`src/rtl/entrada_pkg.sv`:
```
// Shared types and constants for the keypad MM:SS preset entry block.
// Optional preset normalization is enabled with SEG_NORMALIZA_EN.
package entrada_pkg;

  localparam int unsigned DIGITO_W    = 4;
  localparam int unsigned MAX_DIGITOS = 4;
  localparam int unsigned NUM_W       = $clog2(MAX_DIGITOS + 1);

  localparam logic [DIGITO_W-1:0] BCD_MAX    = DIGITO_W'(9);
  localparam logic [DIGITO_W-1:0] SEG_LIMITE = DIGITO_W'(6);

  typedef logic [1:0] estado_t;
  localparam estado_t OCIOSO = 2'd0;
  localparam estado_t FILTRO = 2'd1;
  localparam estado_t ESPERA = 2'd2;

  typedef struct packed {
    logic [DIGITO_W-1:0] min_dez;
    logic [DIGITO_W-1:0] min_uni;
    logic [DIGITO_W-1:0] seg_dez;
    logic [DIGITO_W-1:0] seg_uni;
  } preset_t;

  function automatic logic bcd_valido(input logic [DIGITO_W-1:0] d);
    return d <= BCD_MAX;
  endfunction

  // New digit enters on the right, the oldest one drops off the left.
  function automatic preset_t desloca(input preset_t p, input logic [DIGITO_W-1:0] d);
    preset_t r;
    r.min_dez = p.min_uni;
    r.min_uni = p.seg_dez;
    r.seg_dez = p.seg_uni;
    r.seg_uni = d;
    return r;
  endfunction

endpackage

```
`src/rtl/entrada_digitos_normalizador.sv`:
```
// Combinational MM:SS BCD normalizer: folds seconds >= 60 into minutes, saturating at 99:59.
// Only compiled when SEG_NORMALIZA_EN is defined.
`ifdef SEG_NORMALIZA_EN
module normalizador_tempo
  import entrada_pkg::*;
(
  input  preset_t entrada,
  output preset_t saida
);

  always_comb begin
    saida = entrada;
    if (entrada.seg_dez >= SEG_LIMITE) begin
      saida.seg_dez = entrada.seg_dez - SEG_LIMITE;
      if (entrada.min_uni < BCD_MAX) begin
        saida.min_uni = entrada.min_uni + DIGITO_W'(1);
      end else if (entrada.min_dez < BCD_MAX) begin
        saida.min_uni = '0;
        saida.min_dez = entrada.min_dez + DIGITO_W'(1);
      end else begin
        saida.min_dez = BCD_MAX;
        saida.min_uni = BCD_MAX;
        saida.seg_dez = SEG_LIMITE - DIGITO_W'(1);
        saida.seg_uni = BCD_MAX;
      end
    end
  end

endmodule
`endif

```
`src/rtl/entrada_digitos.sv`:
```
// Debounced keypad digit entry into an MM:SS preset with a one-cycle load pulse.
// Define SEG_NORMALIZA_EN to normalize seconds >= 60 on the load edge.
module entrada_digitos
  import entrada_pkg::*;
#(
  parameter int unsigned DEBOUNCE = 4
) (
  input  logic                clock,
  input  logic                reset,
  input  logic [DIGITO_W-1:0] bcd,
  input  logic                tecla,
  input  logic                habilita,
  input  logic                limpar,
  input  logic                iniciar,
  output logic [DIGITO_W-1:0] min_dez,
  output logic [DIGITO_W-1:0] min_uni,
  output logic [DIGITO_W-1:0] seg_dez,
  output logic [DIGITO_W-1:0] seg_uni,
  output logic [NUM_W-1:0]    num_digitos,
  output logic                digito_ok,
  output logic                carregar
);

  localparam int unsigned       CNT_W    = $clog2(DEBOUNCE + 1);
  localparam logic [CNT_W-1:0]  CNT_ALVO = CNT_W'(DEBOUNCE);

  estado_t          estado_q, estado_d;
  logic [CNT_W-1:0] cnt_q, cnt_d, cnt_inc;
  preset_t          preset_q, preset_d, preset_desloc, preset_final;
  logic [NUM_W-1:0] num_q, num_d;
  logic             ok_q, ok_d;
  logic             carregar_q, carregar_d;
  logic             aceita, aceita_valida;

  // Debounce FSM: counts qualified high samples to accept, low samples to release.
  always_comb begin
    estado_d = estado_q;
    cnt_d    = cnt_q;
    aceita   = 1'b0;
    cnt_inc  = cnt_q + CNT_W'(1);
    case (estado_q)
      OCIOSO: begin
        if (tecla && habilita) begin
          if (CNT_W'(1) == CNT_ALVO) begin
            aceita   = 1'b1;
            estado_d = ESPERA;
            cnt_d    = '0;
          end else begin
            estado_d = FILTRO;
            cnt_d    = CNT_W'(1);
          end
        end
      end
      FILTRO: begin
        if (!tecla || !habilita) begin
          estado_d = OCIOSO;
          cnt_d    = '0;
        end else if (cnt_inc == CNT_ALVO) begin
          aceita   = 1'b1;
          estado_d = ESPERA;
          cnt_d    = '0;
        end else begin
          cnt_d = cnt_inc;
        end
      end
      ESPERA: begin
        if (tecla) begin
          cnt_d = '0;
        end else if (cnt_inc == CNT_ALVO) begin
          estado_d = OCIOSO;
          cnt_d    = '0;
        end else begin
          cnt_d = cnt_inc;
        end
      end
      default: begin
        estado_d = OCIOSO;
        cnt_d    = '0;
      end
    endcase
    if (limpar) begin
      estado_d = OCIOSO;
      cnt_d    = '0;
      aceita   = 1'b0;
    end
  end

  // Digit datapath: invalid codes and a full preset still consume the keypress.
  always_comb begin
    aceita_valida = aceita && bcd_valido(bcd) && (num_q != NUM_W'(MAX_DIGITOS));
    preset_desloc = aceita_valida ? desloca(preset_q, bcd) : preset_q;
    carregar_d    = iniciar && habilita && (num_q != '0) && !limpar;
    ok_d          = aceita_valida;
    if (limpar) begin
      preset_d = '0;
      num_d    = '0;
    end else begin
      preset_d = preset_final;
      num_d    = num_q + NUM_W'(aceita_valida);
    end
  end

`ifdef SEG_NORMALIZA_EN
  preset_t preset_norm;

  normalizador_tempo u_normalizador (
    .entrada (preset_desloc),
    .saida   (preset_norm)
  );

  assign preset_final = carregar_d ? preset_norm : preset_desloc;
`else
  assign preset_final = preset_desloc;
`endif

  always_ff @(posedge clock) begin
    if (reset) begin
      estado_q   <= OCIOSO;
      cnt_q      <= '0;
      preset_q   <= '0;
      num_q      <= '0;
      ok_q       <= 1'b0;
      carregar_q <= 1'b0;
    end else begin
      estado_q   <= estado_d;
      cnt_q      <= cnt_d;
      preset_q   <= preset_d;
      num_q      <= num_d;
      ok_q       <= ok_d;
      carregar_q <= carregar_d;
    end
  end

  assign min_dez     = preset_q.min_dez;
  assign min_uni     = preset_q.min_uni;
  assign seg_dez     = preset_q.seg_dez;
  assign seg_uni     = preset_q.seg_uni;
  assign num_digitos = num_q;
  assign digito_ok   = ok_q;
  assign carregar    = carregar_q;

endmodule

```
`config.mk`:
```
export PLATFORM = sky130hd
export DESIGN_NAME = entrada_digitos
export DESIGN_NICKNAME = d
export VERILOG_FILES = /design/src/rtl/entrada_pkg.sv /design/src/rtl/entrada_digitos_normalizador.sv /design/src/rtl/entrada_digitos.sv
export SDC_FILE = /design/constraint.sdc
export NUM_CORES = 1
export LEC_CHECK = 0
export ABC_AREA = 1
export BUFFER_PORTS_ARGS = -buffer_cell sky130_fd_sc_hd__buf_2
export CAP_MARGIN = 5
export CORE_MARGIN = 2
export CORE_UTILIZATION = 50
export DETAILED_ROUTE_END_ITERATION = 7
export HOLD_SLACK_MARGIN = 0.06
export PLACE_DENSITY = 0.77
export SYNTH_ARGS = -nofsm -noshare
export SYNTH_HDL_FRONTEND = slang
export SYNTH_SLANG_ARGS = --single-unit
```
`constraint.sdc`:
```
create_clock -name clock -period 2.3 [get_ports clock]
set_clock_uncertainty 0.1 [all_clocks]
set_input_delay 0.345 -clock clock [delete_from_list [all_inputs] [get_ports clock]]
set_output_delay 0.345 -clock clock [all_outputs]
set_load 0.02 [all_outputs]
```
==> metrics.log, run 1 <==
INFO  metric critical_path.most_common_cell = sky130_fd_sc_hd__ha_1
INFO  metric place_hpwl = 1510 um
INFO  metric global_route_wire_length_before_repair = 3370 um
INFO  metric postSynthCellCount = 136
INFO  metric post_synthesis_net_count = 150
INFO  metric post-route-min-period = ~2 ns
INFO  metric synth_edf_count = 0
INFO  metric grt_max_degree = 19
INFO  metric timing_worst_slew_pin_value = 0.325 ns
INFO  metric finalWirelength = 2000 um
INFO  metric fp-row-count = 16
INFO  metric post_cts_resize_count = 0
INFO  metric start_util = between 50% and 60%
INFO  metric clock_tree.htree_level_count = 1
INFO  metric clock-sinks = 26
INFO  metric synthesis_to_finish_area_growth = 19.1%
INFO  metric synth-warning-count = 0
INFO  metric cts_tree = yes
INFO  metric timing.hold.worst.class = in2reg
INFO  metric die_extent_in_x = 50.8 um
INFO  metric crit_type = reg2reg
INFO  metric crit_path_start_kind = flip-flop
INFO  metric async_set_or_reset_register_ratio_after_synthesis = 0%
INFO  metric most_used_standard_cell_by_instance_count_after_synthesis = sky130_fd_sc_hd__nor2_1
INFO  metric crit-reg2reg-capture = num_digitos[2]$_SDFF_PP0_
INFO  metric grt_setup_unrepaired = false
INFO  metric drt_drc_violations_left = 0
INFO  metric antenna_found_initial = 0
INFO  metric synth_area_leaders = sky130_fd_sc_hd__dfxtp_1 48%, sky130_fd_sc_hd__nor2_1 14%, sky130_fd_sc_hd__o21ai_0 7.3%, sky130_fd_sc_hd__ha_1 4.6%, sky130_fd_sc_hd__nand2_1 4.1%
INFO  metric synth_top_cells_by_count = 40 x sky130_fd_sc_hd__nor2_1, 26 x sky130_fd_sc_hd__dfxtp_1, 16 x sky130_fd_sc_hd__o21ai_0
INFO  metric timing.final.setup_violations = 0
INFO  metric vias = around 930
INFO  metric ios = 31
INFO  metric worstReg2RegStart = cnt_q[0]$_SDFFE_PP0P_
INFO  metric fin_nets = 183
INFO  metric timing.critical_path.arrival = 2.06 ns
INFO  metric synth.cell_area = roughly 0.0011 mm^2
INFO  metric hold-path-endpoint = digito_ok$_SDFF_PP0_
INFO  metric cts.hold.buffers_added = 0
INFO  metric all_layer_global_routing_usage = 16.9%
INFO  metric root_buffer = sky130_fd_sc_hd__clkbuf_4
INFO  metric cpPeakStageDelay = 0.40 ns
INFO  metric power.ir.vdd_worst = around 0.00039 V
INFO  metric route.antenna.remaining_nets = 0
INFO  metric synth_top_flop_cell = sky130_fd_sc_hd__dfxtp_1
INFO  metric drt_pass1_iterations = 4
INFO  metric setup.worst_path.end_class = flip-flop
INFO  metric cts.clk_slew.worst_paths = 0.13 ns
INFO  metric finalWeightedCongestion = between 0.7 and 0.8
INFO  metric rrSetupSlack = around 0.35 ns
INFO  metric max-slew-margin-rel = 78.3%
INFO  metric hold_path.startpoint = reset
INFO  metric cell_taking_the_most_area_after_synthesis = sky130_fd_sc_hd__dfxtp_1
INFO  metric maxCapViolations = 0
INFO  metric diodes = 0
INFO  metric hold_path_depth = 2
INFO  metric worst_r2r_path_depth = 11
INFO  metric drv_slew = 0
INFO  metric cellLeakagePower = ~0.60 nW
INFO  metric clock_insertion_delay_worst_skew = 0.32 ns
INFO  metric chipHeight = 50.8 um
INFO  metric syn_area_per_cell = 8.04 um^2
INFO  metric clockBufferDepth = 2
INFO  metric viasPerCell = 4.79
INFO  metric globalRouteOverflowTotal = 0
INFO  metric worst-endpoint-required = 2.41 ns
INFO  metric drive_above_1_share = 26.8%
INFO  metric drt-initial-drc-count = 14
INFO  metric port_buffer_count = 30
INFO  metric cp_cell_sequence = ha_1 > inv_1 > nand2_2 > nand3_2 > nor2_4 > nand2_4 > inv_6 > ha_1 > ha_1 > xnor2_1 > nor2_1
INFO  metric crit_path_max_fanout = 18
INFO  metric numCtsBuffers = 3
INFO  metric status = complete, no violations
INFO  metric dieArea = 0.00258 mm^2
INFO  metric slowest_stage = sky130_fd_sc_hd__dfxtp_1
INFO  metric max_clock_freq = about 0.5 GHz
INFO  metric yosysUniqueCellTypes = 26
INFO  metric design.core.area = 0.00202 mm^2
INFO  metric fill_cells = about 170
INFO  metric post-place-ws = 0.353 ns
INFO  metric grt_pass1_vias = approximately 800
INFO  metric register_area_share_after_synthesis = 47.6%
INFO  metric finalWorstSetupSlack = 0.350 ns
INFO  metric synth_seq_cells = 26
INFO  metric post_cts_setup_buffer_count = 0
INFO  metric fin_setup_tns = 0 ns
INFO  metric finalCritPeriodShare = 84.8%
INFO  metric post-synth-top-area-fraction = 47.6%
INFO  metric route.detailed.wl_per_inst = roughly 10 um
INFO  metric hold_viol = 0
INFO  metric power_per_cell_area = 614 mW/mm^2
## metal layers
| layer | global-route usage, % | wire [um] |
|---|---|---|
| met3 | 2.98 | 102 |
| met5 | 0 | 0 |
| met1 | 22.1 | 911 |
| met4 | 5.41 | 10 |
| met2 | 28.3 | 971 |
## cells in the final DEF (no fill, tap or decap), types with 2 or more instances in the layout
cell and instances:
sky130_fd_sc_hd__nor2_4 3, sky130_fd_sc_hd__nand2_2 2, sky130_fd_sc_hd__nor2_1 40, sky130_fd_sc_hd__ha_1 4
sky130_fd_sc_hd__a21oi_1 3, sky130_fd_sc_hd__clkbuf_4 3, sky130_fd_sc_hd__nor3_1 2, sky130_fd_sc_hd__buf_2 30
sky130_fd_sc_hd__nand3_1 2, sky130_fd_sc_hd__nand2_1 12, sky130_fd_sc_hd__dfxtp_1 26, sky130_fd_sc_hd__inv_1 11
sky130_fd_sc_hd__o21ai_0 16
## cells by family after synthesis
| logic type | Yosys count | synth area share, % |
|---|---|---|
| simple gates | 66 | 27.7 |
| flops | 26 | 47.6 |
| compound gates | 23 | 11.2 |
| buf+inv | 16 | 8.12 |
| fa+ha+maj | 4 | 4.58 |
| xor+xnor | 1 | 0.801 |
## cell type report
cell class | instances | area (um^2) | share of cell area, %
clock buffer | 3 | 22.5 | 1.73
clock inverter | 1 | 30.0 | 2.31
inverter | 13 | 53.8 | 4.13
multi-input combinational | 94 | 484 | 37.2
sequential | 26 | 520 | 40.0
tap | 27 | 33.8 | 2.59
timing repair buffer | 31 | 158 | 12.1
## report_power, final
group	total, W	leakage [nW]	internal [W]	switching (W)
Sequential	0.000453	0.209	0.000452	0.00000123
Combinational	0.0000372	0.367	0.0000142	0.0000230
Clock	0.000310	0.0279	0.000176	0.000134
## metrics by stage
step / area (um^2) / utilization, % / std cells / hold WS, ns / total power [W]
floorplan: 1090 / - / 136 / 0.317 / 0.000484
global placement: 1250 / 61.8 / 191 / 0.365 / 0.000499
detailed placement: 1250 / 61.8 / 191 / 0.375 / 0.000500
CTS: 1300 / 64.4 / 195 / 0.109 / 0.000807
global route: 1300 / 64.4 / 195 / 0.103 / 0.000828
finish: 1300 / 64.4 / 195 / 0.119 / 0.000800
## critical path: cells and delay by family (launching register included)
kind	cells	cell delay, ns
buf+inv	2	0.21
xor+xnor	1	0.11
fa+ha+maj	3	0.51
flops	1	0.40
simple gates	5	0.52
## registers in the layout (all words and copies together), names as in the netlist
signal / count
carregar: 1
digito_ok: 1
min_dez: 4
seg_uni: 4
min_uni: 4
num_digitos: 3
cnt_q: 3
estado_q: 2
seg_dez: 4
## how the worst max path moves through the flow
stage,depth (start not counted),from,to
6_report,11,cnt_q[0]$_SDFFE_PP0P_,num_digitos[2]$_SDFF_PP0_
5_1_grt,11,cnt_q[0]$_SDFFE_PP0P_,num_digitos[2]$_SDFF_PP0_
4_1_cts,11,cnt_q[0]$_SDFFE_PP0P_,num_digitos[2]$_SDFF_PP0_
3_5_place_dp,11,cnt_q[0]$_SDFFE_PP0P_,num_digitos[2]$_SDFF_PP0_
3_3_place_gp,11,cnt_q[0]$_SDFFE_PP0P_,num_digitos[2]$_SDFF_PP0_
2_1_floorplan,12,cnt_q[0]$_SDFFE_PP0P_,num_digitos[2]$_SDFF_PP0_
Note: power is estimated with default switching activity, not from simulation.
==> run 2, diff against run 1 <==
Clock period 2.3 ns to 1.9 ns, I/O delays scaled along.
==> run 2 against run 1 <==
Final cell count rose by 1.5%. Global-route usage increased by 1.4 points. Die area did not move. Combinational power increased by 26%. First-iteration DRC count grew 29%. Register-to-register slack lost 0.23 ns. Critical path type unchanged. Critical endpoint unchanged.
==> metrics.log, run 2 (synthesized netlist as in run 1, its figures left out) <==
INFO  metric fin_nets = 186 (+1.6%)
INFO  metric hold_viol = 0 (unchanged)
INFO  metric drt_pass1_iterations = 4 (unchanged)
INFO  metric grt_max_degree = 20 (+1)
INFO  metric status = complete, no violations
INFO  metric synthesis_to_finish_area_growth = 21.4%
INFO  metric power.ir.vdd_worst = 0.000392 V (+0.53%)
INFO  metric clock_insertion_delay_worst_skew = 0.31 ns (about the same)
INFO  metric max-slew-margin-rel = 85.5% (+7.2 points)
INFO  metric drv_slew = 0 (unchanged)
INFO  metric route.antenna.remaining_nets = 0 (unchanged)
INFO  metric post-route-min-period = 1.78 ns (-0.171 ns)
INFO  metric crit_path_max_fanout = 5 (-13)
INFO  metric global_route_wire_length_before_repair = 3570 um (+5.9%)
INFO  metric diodes = 0 (unchanged)
INFO  metric route.detailed.wl_per_inst = 10.7 um (+4.3%)
INFO  metric fill_cells = 181 (+4.6%)
INFO  metric all_layer_global_routing_usage = 18.3% (+1.4 points)
INFO  metric grt_setup_unrepaired = false
INFO  metric power_per_cell_area = 731 mW/mm^2 (+19%)
INFO  metric clock-sinks = 26 (unchanged)
INFO  metric numCtsBuffers = 3 (unchanged)
INFO  metric mostFrequentLayoutCells = 40 x sky130_fd_sc_hd__nor2_1, 30 x sky130_fd_sc_hd__buf_2, 26 x sky130_fd_sc_hd__dfxtp_1
INFO  metric post_cts_setup_buffer_count = 0 (unchanged)
INFO  metric post_cts_resize_count = 0 (unchanged)
INFO  metric finalWirelength = 2110 um (+5.9%)
INFO  metric chipHeight = 50.8 um (unchanged)
INFO  metric dieArea = 0.00258 mm^2 (unchanged)
INFO  metric area_used_by_multi_input_combinational_logic = 484 um^2 (unchanged)
INFO  metric drt_drc_violations_left = 0 (unchanged)
INFO  metric die_extent_in_x = 50.8 um (unchanged)
INFO  metric antenna_found_initial = 0 (unchanged)
INFO  metric hold_path_depth = 3 (+1)
INFO  metric drt-initial-drc-count = 18 (+4)
INFO  metric start_util = 54.1% (unchanged)
INFO  metric finish.instance_area = 0.00133 mm^2 (+1.9%)
INFO  metric drive_above_1_share = 27.5% (+0.70 points)
INFO  metric timing.critical_path.arrival = 1.90 ns (-0.16 ns)
INFO  metric clockBufferDepth = 2 (unchanged)
INFO  metric cts_tree = yes
INFO  metric cts.clk_slew.worst_paths = 0.14 ns (about the same)
INFO  metric grt_pass1_vias = 890 (+11%)
INFO  metric fp-row-count = 16 (unchanged)
INFO  metric seqCellArea = 520 um^2 (unchanged)
INFO  metric globalRouteOverflowTotal = 0 (unchanged)
INFO  metric setup.worst_path.end_class = flip-flop
INFO  metric max_clock_freq = 0.562 GHz (+9.6%)
INFO  metric design.core.area = 0.00202 mm^2 (unchanged)
INFO  metric finalWeightedCongestion = 0.724 (+1.5%)
INFO  metric vias = 958 (+2.6%)
INFO  metric cts.hold.buffers_added = 1 (+1)
INFO  metric root_buffer = sky130_fd_sc_hd__clkbuf_4
INFO  metric finalCritPeriodShare = 93.6% (+8.9 points)
INFO  metric dpl_cell_area = 0.00126 mm^2 (+1.2%)
INFO  metric clock_tree.htree_level_count = 1 (unchanged)
INFO  metric port_buffer_count = 30 (unchanged)
INFO  metric timing.final.setup_violations = 0 (unchanged)
INFO  metric place_hpwl = 1490 um (-1.4%)
INFO  metric whs = 0.101 ns (-0.0173 ns)
INFO  metric fin_setup_tns = 0 ns (unchanged)
INFO  metric maxCapViolations = 0 (unchanged)
INFO  metric timing_worst_slew_pin_value = 0.217 ns (-0.108 ns)
INFO  metric worst_r2r_path_depth = 11 (unchanged)
INFO  metric mostFrequentLayoutCell = sky130_fd_sc_hd__nor2_1
INFO  metric ios = 31 (unchanged)
INFO  metric crit_path_start_kind = flip-flop
INFO  metric crit_type = reg2reg
INFO  metric viasPerCell = 4.84 (+1.0%)
INFO  metric cellLeakagePower = 0.618 nW (+2.3%)
INFO  metric fin_total_pwr = 0.000971 W (+21%)
INFO  metric timing.hold.worst.class = in2reg
INFO  metric worst-endpoint-required = 2.02 ns (-0.39 ns)
==> run 2: worst paths after layout <==
path,endpoint,slack (ns),startpoint
worst max-delay path,num_digitos[2]$_SDFF_PP0_,0.12,cnt_q[0]$_SDFFE_PP0P_
worst min-delay path,carregar$_SDFF_PP0_,0.10,iniciar
worst max register to register,num_digitos[2]$_SDFF_PP0_,0.12,cnt_q[0]$_SDFFE_PP0P_
worst min register to register,min_dez[1]$_SDFFE_PP0P_,0.40,min_dez[1]$_SDFFE_PP0P_
==> run 2: metal layers <==
layer  vias up  GRT usage, %  part of all wire (%)
met5         -             0                     0
met3         4          2.98                   4.7
li1        500             -                     -
met1       426          19.9                    45
met2        28          34.2                    49
met4         0          8.56                   1.4
==> run 2: cell type report <==
| type | count | share of cell area [%] |
|---|---|---|
| inverters | 13 | 4.05 |
| flip-flops and latches | 26 | 39.2 |
| repair buffers | 34 | 13.8 |
| clock buffers | 3 | 1.70 |
| clock inverters | 1 | 2.26 |
| well taps | 27 | 2.54 |
| multi-input cells | 94 | 36.5 |
==> run 2: critical path: stages (launching register included) <==
cell	delay (ns)
sky130_fd_sc_hd__dfxtp_1	0.42
sky130_fd_sc_hd__ha_1	0.19
sky130_fd_sc_hd__inv_1	0.05
sky130_fd_sc_hd__nand2_2	0.08
sky130_fd_sc_hd__nand3_2	0.14
sky130_fd_sc_hd__nor2_4	0.14
sky130_fd_sc_hd__nand2_4	0.07
sky130_fd_sc_hd__inv_6	0.05
sky130_fd_sc_hd__ha_1	0.13
sky130_fd_sc_hd__ha_1	0.16
sky130_fd_sc_hd__xnor2_1	0.11
sky130_fd_sc_hd__nor2_1	0.05
==> run 2: power breakdown <==
| group | total, W | leakage [nW] | switching, W | internal (W) |
|---|---|---|---|---|
| Combinational | 0.0000469 | 0.381 | 0.0000284 | 0.0000185 |
| Clock | 0.000375 | 0.0279 | 0.000162 | 0.000213 |
| Sequential | 0.000549 | 0.209 | 0.00000167 | 0.000547 |
| Total | 0.000971 | 0.618 | 0.000192 | 0.000779 |
==> run 2: per-stage QoR <==
step | cells | utilization, % | setup WS [ns]
floorplan | 136 | - | 0.104
global placement | 193 | 62.6 | 0.246
detailed placement | 193 | 62.6 | 0.173
CTS | 198 | 65.7 | 0.126
global route | 198 | 65.7 | 0.00128
finish | 198 | 65.7 | 0.121
